**src/rtl/sr04_pkg.sv**
```systemverilog
// sr04_pkg: shared constants and BCD converter state encoding for sr04_dist_filter
// Contents: DIST_W (distance width), default accepted range MIN_CM_DEF/MAX_CM_DEF,
// bcd_state_e (IDLE/SHIFT/DONE) used by dist_bin2bcd.
package sr04_pkg;
    localparam int DIST_W     = 9;
    localparam int MIN_CM_DEF = 2;
    localparam int MAX_CM_DEF = 400;
    typedef enum logic [1:0] {IDLE = 2'd0, SHIFT = 2'd1, DONE = 2'd2} bcd_state_e;
endpackage

```
**src/rtl/sr04_dist_filter_if.sv**
```systemverilog
// sr04_dist_filter_if: sample input / filtered output bundle of sr04_dist_filter
// master: drives i_dist, i_dist_valid, i_clear; observes o_dist, o_dist_valid, o_reject, o_full.
// slave : the filter side of the same signals.
// With SR04_FILTER_BCD_EN the BCD digits o_bcd_hund/tens/ones and o_bcd_valid are added.
interface sr04_dist_filter_if;
    import sr04_pkg::*;
    logic [DIST_W-1:0] i_dist;
    logic              i_dist_valid;
    logic              i_clear;
    logic [DIST_W-1:0] o_dist;
    logic              o_dist_valid;
    logic              o_reject;
    logic              o_full;
`ifdef SR04_FILTER_BCD_EN
    logic [3:0]        o_bcd_hund, o_bcd_tens, o_bcd_ones;
    logic              o_bcd_valid;
    modport master (output i_dist, i_dist_valid, i_clear,
                    input  o_dist, o_dist_valid, o_reject, o_full,
                    input  o_bcd_hund, o_bcd_tens, o_bcd_ones, o_bcd_valid);
    modport slave  (input  i_dist, i_dist_valid, i_clear,
                    output o_dist, o_dist_valid, o_reject, o_full,
                    output o_bcd_hund, o_bcd_tens, o_bcd_ones, o_bcd_valid);
`else
    modport master (output i_dist, i_dist_valid, i_clear,
                    input  o_dist, o_dist_valid, o_reject, o_full);
    modport slave  (input  i_dist, i_dist_valid, i_clear,
                    output o_dist, o_dist_valid, o_reject, o_full);
`endif
endinterface

```
**src/rtl/dist_bin2bcd.sv**
```systemverilog
// dist_bin2bcd: sequential double-dabble converter, 9-bit binary to three BCD digits
// Ports: clk, rst (async active-low), i_start (load i_bin, restarts any conversion),
// i_bin, o_bcd_hund/o_bcd_tens/o_bcd_ones (held until the next result), o_done (1-cycle strobe).
// Timing: load at the i_start cycle T, shifts on T+1..T+9, digits and o_done at T+10.
module dist_bin2bcd
    import sr04_pkg::*;
(
    input  logic              clk,
    input  logic              rst,
    input  logic              i_start,
    input  logic [DIST_W-1:0] i_bin,
    output logic [3:0]        o_bcd_hund,
    output logic [3:0]        o_bcd_tens,
    output logic [3:0]        o_bcd_ones,
    output logic              o_done
);
    localparam int SH_W = 12 + DIST_W;

    bcd_state_e      state_q, state_d;
    logic [SH_W-1:0] sh_q, sh_d, sh_adj;
    logic [3:0]      cnt_q, cnt_d;
    logic [11:0]     dig_q, dig_d;
    logic            last;

    always_ff @(posedge clk or negedge rst) begin
        if (!rst) begin
            state_q <= IDLE;
            sh_q    <= '0;
            cnt_q   <= '0;
            dig_q   <= '0;
        end else begin
            state_q <= state_d;
            sh_q    <= sh_d;
            cnt_q   <= cnt_d;
            dig_q   <= dig_d;
        end
    end

    // a fresh start always wins, so only the newest value ever completes
    always_comb begin
        last    = state_q == SHIFT && cnt_q == 4'd8;
        state_d = i_start ? SHIFT : (state_q == SHIFT) ? (last ? DONE : SHIFT) : IDLE;
    end

    always_comb begin
        sh_adj = sh_q;
        for (int k = 0; k < 3; k++)
            if (sh_q[DIST_W+4*k +: 4] >= 4'd5)
                sh_adj[DIST_W+4*k +: 4] = sh_q[DIST_W+4*k +: 4] + 4'd3;
        sh_d  = i_start ? {12'd0, i_bin} : (state_q == SHIFT) ? sh_adj << 1 : sh_q;
        cnt_d = i_start ? '0 : (state_q == SHIFT) ? cnt_q + 4'd1 : cnt_q;
        dig_d = (!i_start && last) ? sh_d[SH_W-1 -: 12] : dig_q;
        o_done = state_q == DONE;
    end

    assign {o_bcd_hund, o_bcd_tens, o_bcd_ones} = dig_q;
endmodule

```
**src/rtl/sr04_dist_filter.sv**
```systemverilog
// sr04_dist_filter: range check + moving average over the last 2^DEPTH_LOG2 accepted samples
// Ports: clk, rst (async active-low), bus (sr04_dist_filter_if.slave): i_dist/i_dist_valid
// sample in, i_clear flush; o_dist/o_dist_valid filtered result, o_reject range strobe,
// o_full window-filled flag. Define SR04_FILTER_BCD_EN to add the BCD digit outputs.
module sr04_dist_filter
    import sr04_pkg::*;
#(
    parameter int DEPTH_LOG2 = 2,
    parameter int MIN_CM     = MIN_CM_DEF,
    parameter int MAX_CM     = MAX_CM_DEF
) (
    input  logic                clk,
    input  logic                rst,
    sr04_dist_filter_if.slave   bus
);
    localparam int N     = 1 << DEPTH_LOG2;
    localparam int SUM_W = DIST_W + DEPTH_LOG2;
    localparam int FW    = DEPTH_LOG2 + 1;
    localparam logic [DIST_W-1:0] MIN_V = DIST_W'(MIN_CM);
    localparam logic [DIST_W-1:0] MAX_V = DIST_W'(MAX_CM);

    logic [DIST_W-1:0]     mem_q [N];
    logic [DIST_W-1:0]     mem_d [N];
    logic [SUM_W-1:0]      sum_q, sum_d, sum_nxt;
    logic [DEPTH_LOG2-1:0] wr_ptr_q, wr_ptr_d;
    logic [FW-1:0]         fill_q, fill_d;
    logic [DIST_W-1:0]     dist_q, dist_d;
    logic                  dist_valid_q, dist_valid_d;
    logic                  reject_q, reject_d;
    logic                  full_q, full_d;
    logic                  sample, accept;

    always_ff @(posedge clk or negedge rst) begin
        if (!rst) begin
            mem_q        <= '{default: '0};
            sum_q        <= '0;
            wr_ptr_q     <= '0;
            fill_q       <= '0;
            dist_q       <= '0;
            dist_valid_q <= 1'b0;
            reject_q     <= 1'b0;
            full_q       <= 1'b0;
        end else begin
            mem_q        <= mem_d;
            sum_q        <= sum_d;
            wr_ptr_q     <= wr_ptr_d;
            fill_q       <= fill_d;
            dist_q       <= dist_d;
            dist_valid_q <= dist_valid_d;
            reject_q     <= reject_d;
            full_q       <= full_d;
        end
    end

    always_comb begin
        // clear drops a colliding sample entirely, including its reject strobe
        sample  = bus.i_dist_valid && !bus.i_clear;
        accept  = sample && bus.i_dist >= MIN_V && bus.i_dist <= MAX_V;
        // unfilled slots hold zero, so subtracting the evicted slot is always safe
        sum_nxt = sum_q - SUM_W'(mem_q[wr_ptr_q]) + SUM_W'(bus.i_dist);
        mem_d   = mem_q;
        if (bus.i_clear)
            mem_d = '{default: '0};
        else if (accept)
            mem_d[wr_ptr_q] = bus.i_dist;
        sum_d        = bus.i_clear ? '0 : accept ? sum_nxt : sum_q;
        wr_ptr_d     = bus.i_clear ? '0 : accept ? wr_ptr_q + DEPTH_LOG2'(1) : wr_ptr_q;
        fill_d       = bus.i_clear ? '0 : (accept && fill_q != FW'(N)) ? fill_q + FW'(1) : fill_q;
        // pass-through until this sample completes the window, then the truncated mean
        dist_d       = bus.i_clear ? '0 :
                       accept ? ((fill_q < FW'(N - 1)) ? bus.i_dist : sum_nxt[SUM_W-1:DEPTH_LOG2]) :
                       dist_q;
        full_d       = fill_d == FW'(N);
        dist_valid_d = accept;
        reject_d     = sample && !accept;
    end

    assign bus.o_dist       = dist_q;
    assign bus.o_dist_valid = dist_valid_q;
    assign bus.o_reject     = reject_q;
    assign bus.o_full       = full_q;

`ifdef SR04_FILTER_BCD_EN
    dist_bin2bcd u_bcd (
        .clk        (clk),
        .rst        (rst),
        .i_start    (dist_valid_q),
        .i_bin      (dist_q),
        .o_bcd_hund (bus.o_bcd_hund),
        .o_bcd_tens (bus.o_bcd_tens),
        .o_bcd_ones (bus.o_bcd_ones),
        .o_done     (bus.o_bcd_valid)
    );
`endif
endmodule

```
**src/flat_wrapper.sv**
```systemverilog
// flat-port wrapper written by rule: the top's interface ports become plain ports
module sr04_dist_filter_flat import sr04_pkg::*;
#(
    parameter int DEPTH_LOG2 = 2,
    parameter int MIN_CM     = MIN_CM_DEF,
    parameter int MAX_CM     = MAX_CM_DEF
)
  (clk, rst, bus_i_dist, bus_i_dist_valid, bus_i_clear, bus_o_dist, bus_o_dist_valid, bus_o_reject, bus_o_full);
  sr04_dist_filter_if bus_i ();
  input  logic clk;
  input  logic rst;
  input wire logic [$bits(bus_i.i_dist)-1:0] bus_i_dist;
  input wire logic [$bits(bus_i.i_dist_valid)-1:0] bus_i_dist_valid;
  input wire logic [$bits(bus_i.i_clear)-1:0] bus_i_clear;
  output wire logic [$bits(bus_i.o_dist)-1:0] bus_o_dist;
  output wire logic [$bits(bus_i.o_dist_valid)-1:0] bus_o_dist_valid;
  output wire logic [$bits(bus_i.o_reject)-1:0] bus_o_reject;
  output wire logic [$bits(bus_i.o_full)-1:0] bus_o_full;
  assign bus_i.i_dist = bus_i_dist;
  assign bus_i.i_dist_valid = bus_i_dist_valid;
  assign bus_i.i_clear = bus_i_clear;
  assign bus_o_dist = bus_i.o_dist;
  assign bus_o_dist_valid = bus_i.o_dist_valid;
  assign bus_o_reject = bus_i.o_reject;
  assign bus_o_full = bus_i.o_full;
  sr04_dist_filter #(.DEPTH_LOG2(DEPTH_LOG2), .MIN_CM(MIN_CM), .MAX_CM(MAX_CM)) u_core (.clk(clk), .rst(rst), .bus(bus_i));
endmodule
```
**config.mk**
```make
export PLATFORM = sky130hd
export DESIGN_NAME = sr04_dist_filter_flat
export DESIGN_NICKNAME = d
export VERILOG_FILES = /design/src/rtl/sr04_pkg.sv /design/src/rtl/sr04_dist_filter_if.sv /design/src/rtl/dist_bin2bcd.sv /design/src/rtl/sr04_dist_filter.sv /design/src/flat_wrapper.sv
export SDC_FILE = /design/constraint.sdc
export NUM_CORES = 1
export LEC_CHECK = 0
export ABC_CLOCK_PERIOD_IN_PS = 3350
export CELL_PAD_IN_SITES_DETAIL_PLACEMENT = 1
export CELL_PAD_IN_SITES_GLOBAL_PLACEMENT = 1
export CORE_MARGIN = 3
export CORE_UTILIZATION = 25
export DETAILED_ROUTE_END_ITERATION = 12
export MAX_ROUTING_LAYER = met4
export PLACE_DENSITY_LB_ADDON = 0.1
export SETUP_SLACK_MARGIN = 0.3
export SLEW_MARGIN = 20
export SYNTH_ARGS = -nofsm -noshare
export SYNTH_HDL_FRONTEND = slang
export SYNTH_SLANG_ARGS = --single-unit
```
**constraint.sdc**
```tcl
create_clock -name clk -period 3.35 [get_ports clk]
set_input_delay 0.67 -clock clk [delete_from_list [all_inputs] [get_ports clk]]
set_output_delay 0.67 -clock clk [all_outputs]
set_load 0.02 [all_outputs]
```
# [Yosys cells after proc, flatten, opt, wreduce, memory -nomap -nowiden]
# Cells that the tools add are included.
# W data, S select, Z words.
[totals] input_bits=13 wordCells=49 output_inout_bits=12 register_bits=64
[op_classes] reduce_logical=9 addsub=4 eq_ne=2 n_bitwise=1 n_mux=17 n_lt_le_gt_ge=5
[op_table] cell="$mux W36" n=2
[op_table] cell="$mux W9" n=6
[op_table] cell="$bwmux W36" n=1
[op_table] cell="$mux W11" n=2
[op_table] cell="$bmux W9 S2" n=1
[op_table] cell="$demux W9 S2" n=1
[op_table] cell="$add A11 B9 Y11" n=1
[op_table] cell="$sub A11 B9 Y11" n=1
[op_table] cell="$ge A9 B2 Y1 const B" n=1
[op_table] cell="$le A9 B9 Y1 const B" n=1
[op_table] cell="$logic_and A1 B1 Y1" n=6
[op_table] cell="$mux W3" n=2
[op_table] cell="$mux W2" n=2
[op_table] cell="$add A3 B1 Y3 const B" n=1
[op_table] cell="$eq A3 B3 Y1 const B" n=1
[op_table] cell="$ge A3 B3 Y1 const B" n=1
[op_table] cell="$lt A3 B1 Y1 const B" n=1
[op_table] cell="$lt A3 B2 Y1 const B" n=1
[op_table] cell="$ne A3 B3 Y1 const B" n=1
[op_table] cell="$not A2 Y3" n=1
[op_table] cell="$add A2 B1 Y2 const B" n=1
[op_table] cell="$logic_not A1 Y1" n=2
[op_table] cell="$reduce_bool A2 Y1" n=1

# [Longest topological paths before layout]
# Gate-level depths: netlist of run 1.
[depth] word_depth=9 ltp_mapped=13 mapped_depth_nobuf=12

# [Worst setup path before layout of run 1]
# OpenSTA, ideal clock, no wires.
[synth_path] path_kind="register -> register" startpoint="register u_core.wr_ptr_q[0]" endpoint="register u_core.sum_q[9]" stages_incl_launch_ff=11 setup_time_ns=0.133 t_required_ns=3.217 t_arrival_ns=3.302 period_less_slack_ns=3.435 setup_slack_ns=-0.085 n_path_buf=1 path_cell_list="dfrtp_1 > buf_1 > mux4_2 > fa_1 > inv_1 > ha_1 > a21oi_1 > o211ai_1 > a311oi_1 > xor2_1 > o21ai_0"
[synth_between] elab_chain_len=8
[synth_rtl] item="start, declared" line_no="sr04_dist_filter.sv:25" text="logic [DEPTH_LOG2-1:0] wr_ptr_q, wr_ptr_d;"
[synth_rtl] item="start signal, assigned" line_no="sr04_dist_filter.sv:46" text="wr_ptr_q <= wr_ptr_d;"
[synth_rtl] item="$not A2 Y3 (not written as such)" line_no="sr04_dist_filter.sv:60" text="sum_nxt = sum_q - SUM_W'(mem_q[wr_ptr_q]) + SUM_W'(bus.i_dist);"
[synth_rtl] item="$bmux W9 S2" line_no="sr04_dist_filter.sv:60"
[synth_rtl] item="$mux W9 (not written as such) (2 in series)" line_no="sr04_dist_filter.sv:60"
[synth_rtl] item="$sub A11 B9 Y11" line_no="sr04_dist_filter.sv:60"
[synth_rtl] item="$add A11 B9 Y11" line_no="sr04_dist_filter.sv:60"
[synth_rtl] item="$mux W11 (2 in series)" line_no="sr04_dist_filter.sv:66" text="sum_d = bus.i_clear ? '0 : accept ? sum_nxt : sum_q;"
[synth_rtl] item="end signal, assigned" line_no="sr04_dist_filter.sv:45" text="sum_q <= sum_d;"
[synth_rtl] item="end, declared" line_no="sr04_dist_filter.sv:24" text="logic [SUM_W-1:0] sum_q, sum_d, sum_nxt;"
# No other way between the ends. The select of a mux whose other input is x is not followed.
# A chain may end at the register's enable or synchronous reset.

# [Worst setup path after layout of run 1]
# Ends and elaborated chain as after synthesis.

==> out/metrics.cfg, run 1 <==
[timing]
rsz0062_at_grt=true
tightest_slew_ns=0.843
maxSlewViolCount=0
setup_viol=0
finalCriticalPeriod_ns=3.14
post-route-period-util_pct=93.8
skew_ns=0.00683
hold_viol=0
max_slew_margin_pct=43.8
fmax_mhz=318

[setup_path]
timing.critical_path.buf_inv=2
cp.arrival_ns=3.36
rr_startpoint=u_core.wr_ptr_q[0]
critical-path-top-delay-family=compound AO/OA/AOI/OAI gates
rr_worst_depth=11
worstSetupStartpointType=flop
crit_required_ns=3.57
end_kind=flop
rr_endpoint=u_core.sum_q[9]
cp_max_fo=3
rrSetupSlack_ns=0.21
crit_chain=buf_12, mux4_2, fa_1, inv_1, ha_1, a21o_1, a21oi_2, o211ai_1, a311oi_2, xor2_1, o21ai_1
crit_slowest_cell=fa_1
slowest_delay_ns=0.54
critPathKind=flop to flop

[synth]
yosys.area_share.adder_pct=10.5
synth_top_area_share_pct=42.8
avgSynthCellArea_um2=9.07
syn_area_um2=3750
synth_mux_area_share_pct=5.68
ys_ff_latch=64
synth-simple-area-share_pct=16.8
seq_area_frac_synth_pct=42.8
synth_top_cell_by_area=dfrtp_1
ys_types=44
synthXorXnorAreaFrac_pct=2.10
synth_cells=413
ys_warn_count=0
synth_compound_area_share_pct=15.0
synthTopCellsByArea=dfrtp_1 43%, nand2_1 8.6%, a21oi_1 7.1%
yosysMostFrequentCell=nand2_1
synth_edf_count=0
syn-num-nets=452
ys.flop_type=dfrtp_1
synth_top_family_by_area=simple AND/OR/NAND/NOR gates
async_flop_share_pct=100
synth_common_cells=86 x nand2_1, 64 x dfrtp_1, 53 x a21oi_1, 44 x inv_1

[pwr]
internal_power_mw=2.15
power_frac_clock_pct=27.9
switching_share_pct=36.2
p_switching_mw=1.22
power.density_nw_per_um2=671
peakVddDrop_mv=0.267
p_total_mw=3.37
p_leak_nw=2.19
power_frac_comb_pct=45.8
pwr-share-seq_pct=26.3

[drt]
via_per_inst=4.73
wl_per_cell_um=17.9
firstDrtPassIters=4
ant_nets=0
route.detailed.drc=0
drt_iter0_markers=91
vias=3154
routed_wirelength_mm=11.9

[global_routing]
gr-usage-met3_pct=2.37
grt_pass1_vias=3365
use_met2_pct=24.8
grt_pass1_wl_mm=19.2
antenna_found_initial=0
grt_use_met1_pct=21.1
grt_start_max_net_pins=48
grt_busiest_layer=met2
grt_overflow=0
track_usage_pct=16.0

[die]
coreArea_um2=14600
fp.dieH_um=128
num_io_pins=25
die-area_um2=16500
rows=44
die_w_um=128
start_util_pct=25.7

[hold_path]
hold_path_class=input port to asynchronous set/reset pin

[clock_network]
numCtsBuffers=9
cts_tree=yes
clk_latency_ns=0.34
cts_hold_buf=0
h-tree-depth=3
cts_buffer_depth=2
cts_root_buffer=clkbuf_16
cts_num_sinks=64
cts.clk_slew.worst_paths_ns=0.06

[place]
gp_congestion=0.810
hpwl_mm=8.43
io_buffers=24

[finish]
layout-drive-gt1-share_pct=24.4
antennaDiodeCount=0
area_growth_pct=34.0
final_util_pct=34.4
fin_nets=517

[status]
status=finished clean

[flow_run]
maxCapViolCount=0

-- worst reg2reg max path, stage by stage, from the launching register on --
cell	delay [ns]
dfrtp_2	0.41
buf_12	0.12
mux4_2	0.54
fa_1	0.55
inv_1	0.05
ha_1	0.28
a21o_1	0.17
a21oi_2	0.15
o211ai_1	0.17
a311oi_2	0.34
xor2_1	0.19
o21ai_1	0.07
-- flip-flops by register name (all words and copies together), names as in the netlist --
register                 cells
u_core.mem_q                36
u_core.sum_q                11
u_core.bus.o_dist            9
u_core.fill_q                3
u_core.wr_ptr_q              2
u_core.bus.o_dist_valid      1
u_core.bus.o_full            1
u_core.bus.o_reject          1
-- per-layer routing --
| layer | vias up | part of all wire (%) |
|---|---|---|
| met3 | 18 | 2.2 |
| met5 | - | 0 |
| met1 | 1575 | 49 |
| li1 | 1522 | - |
| met4 | 0 | 1.9 |
| met2 | 39 | 47 |
-- power by group through the flow --
stage	clock, mW	combinational [mW]	sequential (mW)
after CTS	0.968	1.45	0.885
after detailed placement	0	1.18	0.898
after global routing	1.00	1.70	0.894
after global placement	0	1.17	0.896
final	0.941	1.54	0.885
after floorplan	0	0.759	0.897
-- final cells by class --
type / instances / area (um2)
Fill cell: 1670 / 9570
Timing Repair Buffer: 75 / 649
Clock inverter: 6 / 60.1
Sequential cell: 64 / 1600
Multi-Input combinational cell: 283 / 2080
Clock buffer: 10 / 229
Tap cell: 184 / 230
Inverter: 45 / 170
-- through the flow --
| stage | cells | hold WS [ns] | cell area (um2) | setup WS [ns] | setup TNS, ns |
|---|---|---|---|---|---|
| 6_report | 667 | 0.396 | 5020 | 0.207 | 0 |
| 5_1_grt | 667 | 0.447 | 5020 | 0.0593 | 0 |
| 4_1_cts | 665 | 0.419 | 4920 | 0.172 | 0 |
| 3_5_place_dp | 644 | 0.503 | 4470 | -0.266 | -1.81 |
| 3_3_place_gp | 644 | 0.494 | 4470 | -0.203 | -1.55 |
| 2_1_floorplan | 413 | 0.374 | 3760 | 0.274 | 0 |
-- layout by cell type (no fill, tap or decap), types with 3 or more instances in the layout --
master / n
a31oi_1: 3
dfrtp_1: 63
o21ai_0: 10
xnor2_1: 3
a21o_1: 5
buf_6: 3
ha_1: 12
nand4_1: 3
fa_1: 8
and3_4: 3
mux4_2: 9
clkbuf_16: 9
nand3_1: 13
inv_1: 43
buf_4: 46
xor2_1: 3
nor3_2: 3
clkinv_2: 4
a21oi_1: 46
o31ai_1: 6
ha_4: 4
nand2_2: 5
and2_1: 4
a21oi_2: 7
clkdlybuf4s50_1: 22
nor3_1: 7
nor2_1: 10
o21ai_1: 6
nand2_1: 81
-- worst max-delay path by stage --
stage	end	from	depth (start not counted)	slack, ns
floorplan	u_core.sum_q[9]	u_core.wr_ptr_q[0]	10	0.27
global placement	u_core.sum_q[9]	bus_i_dist[1]	11	-0.20
detailed placement	u_core.sum_q[9]	bus_i_dist[1]	11	-0.27
CTS	u_core.bus.o_dist[7]	u_core.wr_ptr_q[0]	11	0.17
global route	u_core.sum_q[9]	u_core.wr_ptr_q[0]	11	0.06
finish	u_core.sum_q[9]	u_core.wr_ptr_q[0]	11	0.21
-- repair_timing --
action | CTS | global route
gates cloned | 0 | 0
setup buffers | 5 | 2
setup endpoints to repair | 12 | 45
pin swaps | 12 | 22
gates resized for setup | 27 | 23
-- cell families (layout without fill, tap and decap cells) --
family / count (synthesis) / after routing
multiplexers: 10 / 10
flip-flops: 64 / 64
adder cells (fa/ha/maj): 26 / 26
AO/OA/AOI/OAI: 96 / 96
AND/OR/NAND/NOR: 142 / 142
buffers and inverters: 66 / 136
XOR/XNOR: 9 / 9
No activity file was read; power rests on OpenSTA's default activity.
==> run 2, diff against run 1 <==
SLEW_MARGIN = default   (was 20)
==> results of run 2 <==
Same layout as run 1: the final DEF is identical, and so are final timing and power.
==> run 3, diff against run 2 <==
CORE_MARGIN = 2   (was 3)
SLEW_MARGIN = 20   (was default)
==> run 3 against run 2 <==
  * Final cell count is 1.0% higher
  * Combinational power is 8% higher
  * Global-route usage rose by 0.54 points
  * Maximum frequency shrank 0.70%
  * Sequential power hardly changed
  * Sequential share of layout area shrank 0.52 points
==> out/metrics.cfg, run 3 (synthesis gave the netlist of run 1 again) <==
[timing]
hold_viol=0
rsz0062_at_grt=true
maxSlewViolCount=0
skew_ns=0.00711
setup_viol=0
timing.final.ws_setup_ns=0.184
max_slew_margin_pct=40.7
fmax_mhz=316
post-route-period-util_pct=94.5
tightest_slew_ns=0.889
finalCriticalPeriod_ns=3.17

[global_routing]
grt_start_max_net_pins=65
grt_overflow=0
track_usage_pct=16.5
antenna_found_initial=0
grt_pass1_vias=3392
grt_pass1_wl_mm=19.5

[pwr]
power.density_nw_per_um2=678
peakVddDrop_mv=0.284
p_total_mw=3.46
p_switching_mw=1.26
p_leak_nw=2.22
switching_share_pct=36.4
power_frac_clock_pct=26.0
pwr-share-seq_pct=25.6
power_frac_comb_pct=48.4
internal_power_mw=2.20

[drt]
route.detailed.drc=0
via_per_inst=4.68
ant_nets=0
vias=3155
firstDrtPassIters=4
routed_wirelength_mm=12.0
wl_per_cell_um=17.8
drt_iter0_markers=136

[setup_path]
rr_endpoint=u_core.bus.o_dist[5]
worstSetupStartpointType=flop
critPathKind=flop to flop
cp.arrival_ns=3.44
crit_required_ns=3.63
rrSetupSlack_ns=0.18
cp_max_fo=3
crit_start=u_core.wr_ptr_q[0]
end_kind=flop
rr_startpoint=u_core.wr_ptr_q[0]
rr_worst_depth=12

[status]
status=finished clean

[hold_path]
min_path_cells=2
hold_path_class=flop to flop
whs_endpoint=u_core.bus.o_dist[1]
hp-start=u_core.bus.o_dist[1]

[die]
die-area_um2=16000
fp.dieH_um=126
coreArea_um2=14600
num_io_pins=25
rows=44
start_util_pct=25.7
die_w_um=126

[clock_network]
cts_num_sinks=64
cts_hold_buf=0
h-tree-depth=3
cts.clk_slew.worst_paths_ns=0.06
clk_latency_ns=0.34
cts_buffer_depth=2
numCtsBuffers=9
cts_tree=yes
cts_root_buffer=clkbuf_16

[finish]
final_util_pct=35.0
antennaDiodeCount=0
fin_area_um2=5100
layout-drive-gt1-share_pct=25.9
top_register=u_core.mem_q
layout_common_cells=82 x nand2_1, 63 x dfrtp_1, 53 x buf_4
stdcell_count=674
area_growth_pct=36.2
fin_nets=524
largest_reg_flops=36
final_common_cell=nand2_1

[place]
placed_area_um2=4450
io_buffers=24
dp_cells=644
gp_congestion=0.803
hpwl_mm=8.25
pre_cts_slack_ns=-0.252

[flow_run]
maxCapViolCount=0

==> run 3: worst max-delay path by stage <==
stage	endpoint	slack, ns	depth (start not counted)
2_1_floorplan	u_core.sum_q[9]	0.27	10
3_3_place_gp	u_core.sum_q[9]	-0.20	11
3_5_place_dp	u_core.sum_q[9]	-0.25	11
4_1_cts	u_core.bus.o_dist[7]	0.16	11
5_1_grt	u_core.bus.o_dist[5]	0.03	12
6_report	u_core.bus.o_dist[5]	0.18	12
==> run 3: power by group through the flow <==
stage                     combinational [mW]  clock [mW]  sequential (mW)
after floorplan                        0.759           0            0.897
after global placement                  1.16           0            0.896
after detailed placement                1.16           0            0.899
after CTS                               1.36       0.941            0.886
after global routing                    1.86       0.954            0.895
final                                   1.67       0.898            0.886
==> run 3: per-stage QoR <==
step | setup TNS, ns | hold WS (ns)
floorplan | 0 | 0.374
global placement | -1.53 | 0.493
detailed placement | -1.65 | 0.501
CTS | 0 | 0.514
global route | 0 | 0.527
finish | 0 | 0.512
==> run 3: what timing repair did <==
item,CTS,global route
setup buffers,7,7
setup endpoints to repair,11,34
resized for setup,19,36
pin swaps,10,25
==> run 3: final cells by class <==
class                   instances  area, um2
clock inverters                 6       45.0
fillers                      1656       9490
inverters                      45        170
well taps                     184        230
clock buffers                  10        239
repair buffers                 82        693
multi-input cells             283       2120
flip-flops and latches         64       1600
==> run 3: worst max-delay path: stages (launching register included) <==
cell and delay (ns):
dfrtp_2 0.41, buf_12 0.12, mux4_2 0.53, fa_1 0.52, inv_1 0.05, ha_1 0.27
a21o_1 0.12, a21oi_2 0.06, buf_4 0.13, o211ai_1 0.21, o311ai_2 0.15, or4_1 0.43
nand3_1 0.09
==> run 3: layer usage <==
layer	part of all wire [%]	vias up	global-route usage [%]	routed length [um]
met5	0	-	-	0
met4	1.5	0	5.24	184
met3	2.7	13	2.78	321
met2	48	36	26.0	5740
met1	48	1570	21.8	5740
li1	-	1536	-	-
